<file path="src/rtl/peripheral_ctrl_pkg.sv">
// Shared definitions for the peripheral port controller: opcode and FSM
// state encodings, the strobe bundle, and small decode helpers.
package peripheral_ctrl_pkg;

   // Requester opcodes as seen on op0/op1.
   typedef enum logic [1:0] {
      OP_NOP       = 2'b00,
      OP_SET_DIR   = 2'b01,
      OP_WRITE_OUT = 2'b10,
      OP_READ_IN   = 2'b11
   } op_t;

   // Controller FSM: one grant cycle, one execute cycle, one acknowledge cycle.
   typedef enum logic [1:0] {
      IDLE = 2'b00,
      EXEC = 2'b01,
      ACK  = 2'b10
   } state_t;

   // Everything the controller presents to the peripheral during EXEC.
   typedef struct packed {
      logic read_in;
      logic load_out;
      logic load_dir;
      logic bus_oe;
   } strobe_t;

   // Map an opcode onto its peripheral strobes. Only ops that put data on
   // the bus enable the driver, so bus_oe and read_in are mutually exclusive
   // by construction and at most one load/read strobe is ever set.
   function automatic strobe_t decode_op(op_t op);
      strobe_t s;
      s = '0;
      unique case (op)
         OP_SET_DIR:   begin s.load_dir = 1'b1; s.bus_oe = 1'b1; end
         OP_WRITE_OUT: begin s.load_out = 1'b1; s.bus_oe = 1'b1; end
         OP_READ_IN:   s.read_in = 1'b1;
         default:      s = '0;
      endcase
      return s;
   endfunction

   // One-hot acknowledge vector for a requester index.
   function automatic logic [1:0] grant_onehot(logic idx);
      return {idx, ~idx};
   endfunction

endpackage

</file>
<file path="src/rtl/rr_arbiter2.sv">
// Two-requester round-robin arbiter. A lone requester always wins; under
// contention the requester that was not granted last wins. The pointer
// only moves when the caller actually takes the grant (advance).
module rr_arbiter2 (
   input  logic       clock,
   input  logic       reset,
   input  logic [1:0] req,
   input  logic       advance,
   output logic       grant
);

   logic last_q;

   // Pick the winner from the current requests and the last-grant pointer.
   // NOTE: give every always_comb output a default first so no path leaves it unassigned and infers a latch.
   always_comb begin
      grant = 1'b0;
      unique case (req)
         2'b01:   grant = 1'b0;
         2'b10:   grant = 1'b1;
         2'b11:   grant = ~last_q;
         default: grant = 1'b0;
      endcase
   end

   // Remember who was granted; reset points at requester 1 so requester 0
   // wins the first contention.
   // NOTE: sequential state uses non-blocking assignments so every flop samples pre-edge values.
   always_ff @(posedge clock) begin
      if (reset)
         last_q <= 1'b1;
      else if (advance)
         last_q <= grant;
   end

endmodule

</file>
<file path="src/rtl/peripheral_port_controller.sv">
// Arbitrates two requesters onto a single peripheral port. A granted
// operation is latched in IDLE, drives the peripheral strobes for exactly
// one EXEC cycle, and is acknowledged with a one-cycle pulse in ACK.
module peripheral_port_controller
   import peripheral_ctrl_pkg::*;
#(
   parameter int N = 64
) (
   input  logic         clock,
   input  logic         reset,
   input  logic [1:0]   req,
   input  logic [1:0]   op0,
   input  logic [1:0]   op1,
   input  logic [N-1:0] wdata0,
   input  logic [N-1:0] wdata1,
   output logic [1:0]   ack,
   output logic [N-1:0] rdata,
   output logic [N-1:0] bus_out,
   output logic         bus_oe,
   input  logic [N-1:0] bus_in,
   output logic         READ_IN,
   output logic         LOAD_OUT,
   output logic         LOAD_DIR,
   output logic [N-1:0] dir_shadow
);

   state_t         state;
   logic           winner_q;
   op_t            op_q;
   logic [N-1:0]   data_q;

   logic           grant;
   logic           advance;
   op_t            sel_op;
   logic [N-1:0]   sel_data;
   strobe_t        sel_strobe;

   // A grant is taken only from IDLE, which also fixes the three-cycle
   // cadence: nothing arriving during EXEC or ACK can be granted early.
   assign advance = (state == IDLE) && (req != 2'b00);

   rr_arbiter2 u_arbiter (
      .clock   (clock),
      .reset   (reset),
      .req     (req),
      .advance (advance),
      .grant   (grant)
   );

   // Select the winning requester's opcode and data and pre-decode the
   // strobes so they can be registered straight into EXEC.
   always_comb begin
      sel_op     = grant ? op_t'(op1) : op_t'(op0);
      sel_data   = grant ? wdata1 : wdata0;
      sel_strobe = decode_op(sel_op);
   end

   // Controller FSM with registered outputs. Strobes and bus drive are
   // loaded on the IDLE->EXEC edge and cleared on the EXEC->ACK edge, so
   // they are high for exactly the EXEC cycle. The operation is fully
   // latched at grant time, so later input changes or a dropped req cannot
   // alter or cancel it; only reset aborts it.
   always_ff @(posedge clock) begin
      if (reset) begin
         state      <= IDLE;
         winner_q   <= 1'b0;
         op_q       <= OP_NOP;
         data_q     <= '0;
         ack        <= 2'b00;
         READ_IN    <= 1'b0;
         LOAD_OUT   <= 1'b0;
         LOAD_DIR   <= 1'b0;
         bus_oe     <= 1'b0;
         bus_out    <= '0;
         rdata      <= '0;
         dir_shadow <= '0;
      end else begin
         // Pulses fall back to zero unless the current state re-asserts them.
         ack      <= 2'b00;
         READ_IN  <= 1'b0;
         LOAD_OUT <= 1'b0;
         LOAD_DIR <= 1'b0;
         bus_oe   <= 1'b0;
         bus_out  <= '0;

         unique case (state)
            IDLE: begin
               if (advance) begin
                  winner_q <= grant;
                  op_q     <= sel_op;
                  data_q   <= sel_data;
                  READ_IN  <= sel_strobe.read_in;
                  LOAD_OUT <= sel_strobe.load_out;
                  LOAD_DIR <= sel_strobe.load_dir;
                  bus_oe   <= sel_strobe.bus_oe;
                  bus_out  <= sel_strobe.bus_oe ? sel_data : '0;
                  state    <= EXEC;
               end
            end

            EXEC: begin
               // The peripheral has had the whole EXEC cycle to respond, so
               // read data and the direction copy are captured at its end.
               if (op_q == OP_READ_IN)
                  rdata <= bus_in;
               if (op_q == OP_SET_DIR)
                  dir_shadow <= data_q;
               ack   <= grant_onehot(winner_q);
               state <= ACK;
            end

            ACK: begin
               state <= IDLE;
            end

            default: begin
               state <= IDLE;
            end
         endcase
      end
   end

endmodule
</file>
<file path="config.mk">
export PLATFORM = sky130hd
export DESIGN_NAME = peripheral_port_controller
export DESIGN_NICKNAME = d
export VERILOG_FILES = /design/src/rtl/peripheral_ctrl_pkg.sv /design/src/rtl/rr_arbiter2.sv /design/src/rtl/peripheral_port_controller.sv
export SDC_FILE = /design/constraint.sdc
export NUM_CORES = 1
export LEC_CHECK = 0
export ABC_CLOCK_PERIOD_IN_PS = 3700
export CAP_MARGIN = 20
export CORE_MARGIN = 3
export CORE_UTILIZATION = 25
export DETAILED_ROUTE_END_ITERATION = 7
export GPL_TIMING_DRIVEN = 0
export SYNTH_ARGS = -nofsm -noshare
export SYNTH_HDL_FRONTEND = slang
export SYNTH_SLANG_ARGS = --single-unit
export TNS_END_PERCENT = 30
</file>
<file path="constraint.sdc">
create_clock -name clock -period 3.7 [get_ports clock]
set_input_delay 0.74 -clock clock [delete_from_list [all_inputs] [get_ports clock]]
set_output_delay 0.74 -clock clock [all_outputs]
set_load 0.01 [all_outputs]
</file>
# ---- Yosys cells after proc, flatten, opt, wreduce, memory -nomap -nowiden
# Cells that the tools add are included.
dict set report word_totals {
  out_inout_bits 198
  elab_cells 47
  inputBits 200
  reg_bits 268
}
dict set report op_classes {
  eq_ne 9
  n_bitwise 6
  reduce_logical 10
  n_mux 9
}
# operator n
set op_table {}
lappend op_table {{$mux 64} 1}
lappend op_table {{$eq 2x2->1 const B} 5}
lappend op_table {{$eq 2x1->1 const B} 3}
lappend op_table {{$not 1->1} 6}
lappend op_table {{$reduce_and 2->1} 3}
lappend op_table {{$mux 1} 4}
lappend op_table {{$mux 2} 2}
lappend op_table {{$pmux 2 s2} 1}
lappend op_table {{$reduce_or 2->1} 2}
lappend op_table {{$reduce_or 4->1} 1}
lappend op_table {{$reduce_or 3->1} 1}
lappend op_table {{$logic_not 2->1} 1}
lappend op_table {{$ne 2x2->1 const B} 1}
lappend op_table {{$pmux 1 s2} 1}
lappend op_table {{$reduce_bool 2->1} 1}
lappend op_table {{$logic_and 1x1->1} 1}

# ---- Longest topological paths before layout
dict set report depth {
  depth_word 8
  mapped_depth 11
  ltp_nobuf 7
}

# ---- Cells and area by module
# Synthesis repeated with hierarchy kept, for this count alone.
dict set report hier_totals {
  cells_unflattened 1031
  area_unflattened_um2 9527.9
}
# module seq_area_each_um2 n_inst area_per_inst_um2 cells_each
set by_module_without_submodules {}
lappend by_module_without_submodules {peripheral_port_controller 5345.1 1 9485.3 1027}
lappend by_module_without_submodules {rr_arbiter2 20.0 1 42.5 4}

# ---- Worst setup path after synthesis
# OpenSTA, ideal clock, no wires.
dict set report synth_path {
  path_kind {input -> register}
  from {in req[1]}
  to {reg bus_out[34]}
  setup_time_ps 128
  slack_ps 1217
  n_path_buf 4
  cell_stages 11
  arrival_time_ps 2356
  t_required_ps 3572
  path_cell_list {a21bo_2 > buf_6 > buf_6 > mux2i_1 > inv_1 > ha_1 > nor2_1 > nand3_1 > buf_4 > clkbuf_1 > nor2_1}
}
dict set report synth_between {
  elab_chain_cells 8
  word_cells_on_any_way 14
  classes_between {eq/ne (4); mux (4); bitwise (2); reduce/logical (4)}
}
# item line_no
set synth_rtl {}
lappend synth_rtl {{start, declared} peripheral_port_controller.sv:11} ;# input logic [1:0] req,
lappend synth_rtl {{$eq 2x2->1} rr_arbiter2.sv:18} ;# unique case (req)
lappend synth_rtl {{$pmux 1 s2 (*)} rr_arbiter2.sv:18}
lappend synth_rtl {{$mux 2 (*)} peripheral_port_controller.sv:53} ;# sel_op = grant ? op_t'(op1) : op_t'(op0);
lappend synth_rtl {{named net sel_op[1]} peripheral_port_controller.sv:34} ;# op_t sel_op;
lappend synth_rtl {{$eq 2x1->1 / $eq 2x2->1 (equally long branches)} peripheral_ctrl_pkg.sv:34} ;# unique case (op)
lappend synth_rtl {{$reduce_or 2->1 (no source line) (*)} -}
lappend synth_rtl {{$mux 1 (*)} peripheral_ctrl_pkg.sv:34}
lappend synth_rtl {{$not 1->1 (no source line) (*)} -}
lappend synth_rtl {{$reduce_or 4->1 (no source line) (*)} -}
lappend synth_rtl {{end signal, assigned} peripheral_port_controller.sv:96} ;# bus_out <= sel_strobe.bus_oe ? sel_data : '0;
lappend synth_rtl {{end, declared} peripheral_port_controller.sv:18} ;# output logic [N-1:0] bus_out,
# Mark *: on every way through the listed nets, which the timed path passes. The rest lies on a longest branch.
# A chain may end at the register's enable or synchronous reset.

# ---- Worst setup path after layout
dict set report layout_path {
  from {in req[0]}
  to {reg bus_out[51]}
}
# Same word-level chain as after synthesis.

==> impl_metrics.yaml <==
grt:
  via_count_of_the_first_global_routing_pass: 8943
  gr-total-overflow: 0
  largest_net_degree_at_the_start_of_global_routing: 15
  groute.usage.overall_pct: 15.8
  first_pass_grt_wire_length_mm: 51.4
  antenna_found_initial: 1
setup_path:
  critPathCaptureType: "flip-flop"
  critPathTopFamily: "buffers and inverters"
  critical_path_buf_inv_count: 6
  worstSetupStartpointType: "input port"
  worst_path_largest_cell_delay_ns: 0.50
  slowest_stage: "sky130_fd_sc_hd__clkdlybuf4s50_1"
  critical_path_peak_fanout: 10
  worst-setup-path-type: "input port to flip-flop"
  critPathRequiredTime_ns: 4.13
  crit_chain: "clkdlybuf4s50_1 -> a21bo_2 -> buf_6 -> buf_6 -> mux2i_1 -> inv_1 -> ha_1 -> nor2_1 -> nand3_1 -> buf_4 -> clkbuf_1 -> nor2_1"
  data_arrival_critical_path_ns: 3.57
synthesis:
  postSynthNetCount: 1236
  post_synth_mux_area_share_pct: 6.88
  synth_area_per_cell_um2: 9.30
  postSynthRegisterBits: 268
  asyncSetResetFlopFracSynth_pct: 0
  synth_enable_flop_cells: 0
  seq_area_frac_synth_pct: 55.9
  synth_flop_cell: "sky130_fd_sc_hd__dfxtp_1"
  synth_xor_xnor_area_share_pct: 0
  post-synth-top-count-cell: "sky130_fd_sc_hd__dfxtp_1"
  post-synth-top-area-cell: "sky130_fd_sc_hd__dfxtp_1"
  synth-compound-area-share_pct: 17.7
  post_synth_and_or_nand_nor_area_fraction_pct: 14.0
  synth_top_family_by_area: "compound AO/OA/AOI/OAI gates"
  post_synth_num_cell_types: 29
  cell_area_after_synthesis_um2: 9600
  netlist_top_cells_area: "sky130_fd_sc_hd__dfxtp_1 56%, sky130_fd_sc_hd__a21oi_1 10%, sky130_fd_sc_hd__nand2_1 10%"
  synthesized_netlist_cell_count: 1033
  synth_top_area_share_pct: 55.9
  synth.cells.most_frequent: "268 x sky130_fd_sc_hd__dfxtp_1, 258 x sky130_fd_sc_hd__nand2_1, 195 x sky130_fd_sc_hd__a21oi_1, 67 x sky130_fd_sc_hd__nor2_1, 66 x sky130_fd_sc_hd__mux2i_1"
  synth_fa_ha_area_share_pct: 0.391
  synth-warning-count: 0
final_layout:
  final_layout_size_suffix_gt1_share_pct: 9.84
  finish.net_count: 1664
  num-fill-cells: 3830
  multiInputGateArea_um2: 3740
  syn_to_final_growth_pct: 58.6
  insertedDiodeCount: 0
  final-seq-area_um2: 5370
power:
  part_of_the_power_in_registers_pct: 43.7
  p_per_cell_area_nw_per_um2: 467
  power_switching_mw: 1.71
  lkg_pwr_nw: 5.59
  internal_power_mw: 5.40
  vdd_ir_drop_max_v: 0.000323
  power.share.combinational_pct: 13.4
  power.total_mw: 7.11
  clock_power_share_pct: 42.9
  p_sw_share_pct: 24.1
clocking:
  cts_buffer_depth: 3
  ctsResizeCount: 0
  worst_setup_hold_path_clk_slew_ns: 0.06
  cts_hold_buf: 0
  clk-insertion-delay-late_ns: 0.56
  clkSinkCount: 268
  postCtsSetupRepairBufs: 0
  tritoncts: "done"
  total_number_of_h_tree_levels: 1
  inserted_clock_buffers: 30
  cts.root.buffer_cell: "sky130_fd_sc_hd__clkbuf_16"
worst_hold_path:
  hold_path_class: "flip-flop to flip-flop"
sta:
  worst_clock_skew_ns: 0.0204
  final-hold-violation-count: 0
  finalCritPeriodShare_pct: 84.9
  grt_setup_unrepaired: "no"
  transition_time_of_the_tightest_slew_check_pin_ns: 1.07
  worst_slew_margin_rel_pct: 28.3
  max_freq_mhz: 318
  maxSlewViolCount: 0
  post-route-min-period_ns: 3.14
  hold_slack_ns: 0.450
  setup-violations-final: 0
floorplan:
  die-width_um: 202
  die_h_um: 202
  design.core.area_um2: 37800
  i_o_pin_count: 398
  initial_core_utilization_pct: 25.4
  dieArea_um2: 40800
  floorplan.rows: 71
routing:
  detail_route.first_pass.iterations: 4
  postRouteAntennaNets: 0
  via_per_inst: 4.35
  detail_route.iter0.violations: 295
  wirelength_mm: 33.4
  detail_route.drc_violations: 0
  detail_route.wl_per_cell_um: 16.7
  vias: 8666
placement:
  place.port_buffers: 396
  gp_routability_congestion: 0.782
  place_hpwl_mm: 25.4
status:
  run_status: "completed"
flow_run:
  max-cap-violations: 0
[final cells by class]
type / instances / share of cell area [%]
flip-flops and latches: 268 / 35.2
repair buffers: 396 / 26.0
multi-input cells: 674 / 24.6
clock buffers: 45 / 5.90
well taps: 511 / 4.20
plain buffers: 88 / 3.18
clock inverters: 9 / 0.830
inverters: 3 / 0.0739
[placed cells by master (no fill, tap or decap), types with 7 or more instances in the layout]
cell type / n
sky130_fd_sc_hd__buf_4: 9
sky130_fd_sc_hd__nand2_1: 258
sky130_fd_sc_hd__a211oi_2: 40
sky130_fd_sc_hd__clkdlybuf4s50_1: 396
sky130_fd_sc_hd__clkbuf_16: 31
sky130_fd_sc_hd__buf_6: 10
sky130_fd_sc_hd__clkbuf_8: 7
sky130_fd_sc_hd__a21oi_1: 195
sky130_fd_sc_hd__nor2_1: 67
sky130_fd_sc_hd__dfxtp_1: 268
sky130_fd_sc_hd__clkbuf_1: 39
sky130_fd_sc_hd__buf_2: 36
sky130_fd_sc_hd__mux2i_1: 66
sky130_fd_sc_hd__a211oi_1: 26
[state kept, by name (all words and copies together) (netlist names)]
| signal | cells |
|---|---|
| bus_out | 64 |
| LOAD_DIR | 1 |
| READ_IN | 1 |
| LOAD_OUT | 1 |
| state | 2 |
| op_q | 2 |
| u_arbiter.last_q | 1 |
| dir_shadow | 64 |
| rdata | 64 |
| ack | 2 |
| data_q | 64 |
| bus_oe | 1 |
| winner_q | 1 |
[final timing paths]
| path | start | end | slack [ns] | depth (start not counted) |
|---|---|---|---|---|
| setup reg to reg | u_arbiter.last_q$_SDFFE_PP1N_ | bus_out[51]$_SDFF_PP0_ | 0.89 | 11 |
| hold reg to reg | data_q[45]$_SDFFE_PP0P_ | dir_shadow[45]$_SDFFE_PP0P_ | 0.45 | 2 |
| setup / recovery | req[0] | bus_out[51]$_SDFF_PP0_ | 0.56 | 12 |
| hold / removal | data_q[45]$_SDFFE_PP0P_ | dir_shadow[45]$_SDFFE_PP0P_ | 0.45 | 2 |
[kinds of logic (layout without fill, tap and decap cells)]
group | after synthesis | count (layout)
flip-flops | 268 | 268
multiplexers | 66 | 66
buffers and inverters | 91 | 541
AO/OA/AOI/OAI | 264 | 264
adder cells (fa/ha/maj) | 3 | 3
AND/OR/NAND/NOR | 341 | 341
[routing by layer]
layer  up-vias  share of wire, %  GRT usage, %
met2       297                47          27.1
met3        46               8.1          5.12
li1       4337                 -             -
met5         -                 0             0
met1      3986                42          19.2
met4         0               2.1          3.89
[worst min-delay path: stages (launching register included)]
cell,delay (ns)
sky130_fd_sc_hd__dfxtp_1,0.31
sky130_fd_sc_hd__nand2_1,0.05
sky130_fd_sc_hd__a21oi_1,0.05
[power by group through the flow]
stage / registers [mW] / logic [mW] / clock network, mW
3_5_place_dp: 3.17 / 0.968 / 0
3_3_place_gp: 3.16 / 0.957 / 0
4_1_cts: 3.11 / 0.972 / 3.15
5_1_grt: 3.12 / 1.04 / 3.27
2_1_floorplan: 3.18 / 0.442 / 0
6_report: 3.11 / 0.953 / 3.05
[per-stage QoR]
stage	util [%]	instance area [µm²]	TNS (ns)	instances	setup slack (ns)
after global placement	37.6	14200	-0.407	1940	-0.0435
after detailed placement	37.6	14200	-1.41	1940	-0.0985
after global routing	40.3	15200	0	1994	0.290
after CTS	40.3	15200	0	1994	0.490
after floorplan	-	9600	0	1033	1.22
final	40.3	15200	0	1994	0.558
Note: power is estimated with default switching activity, not from simulation.
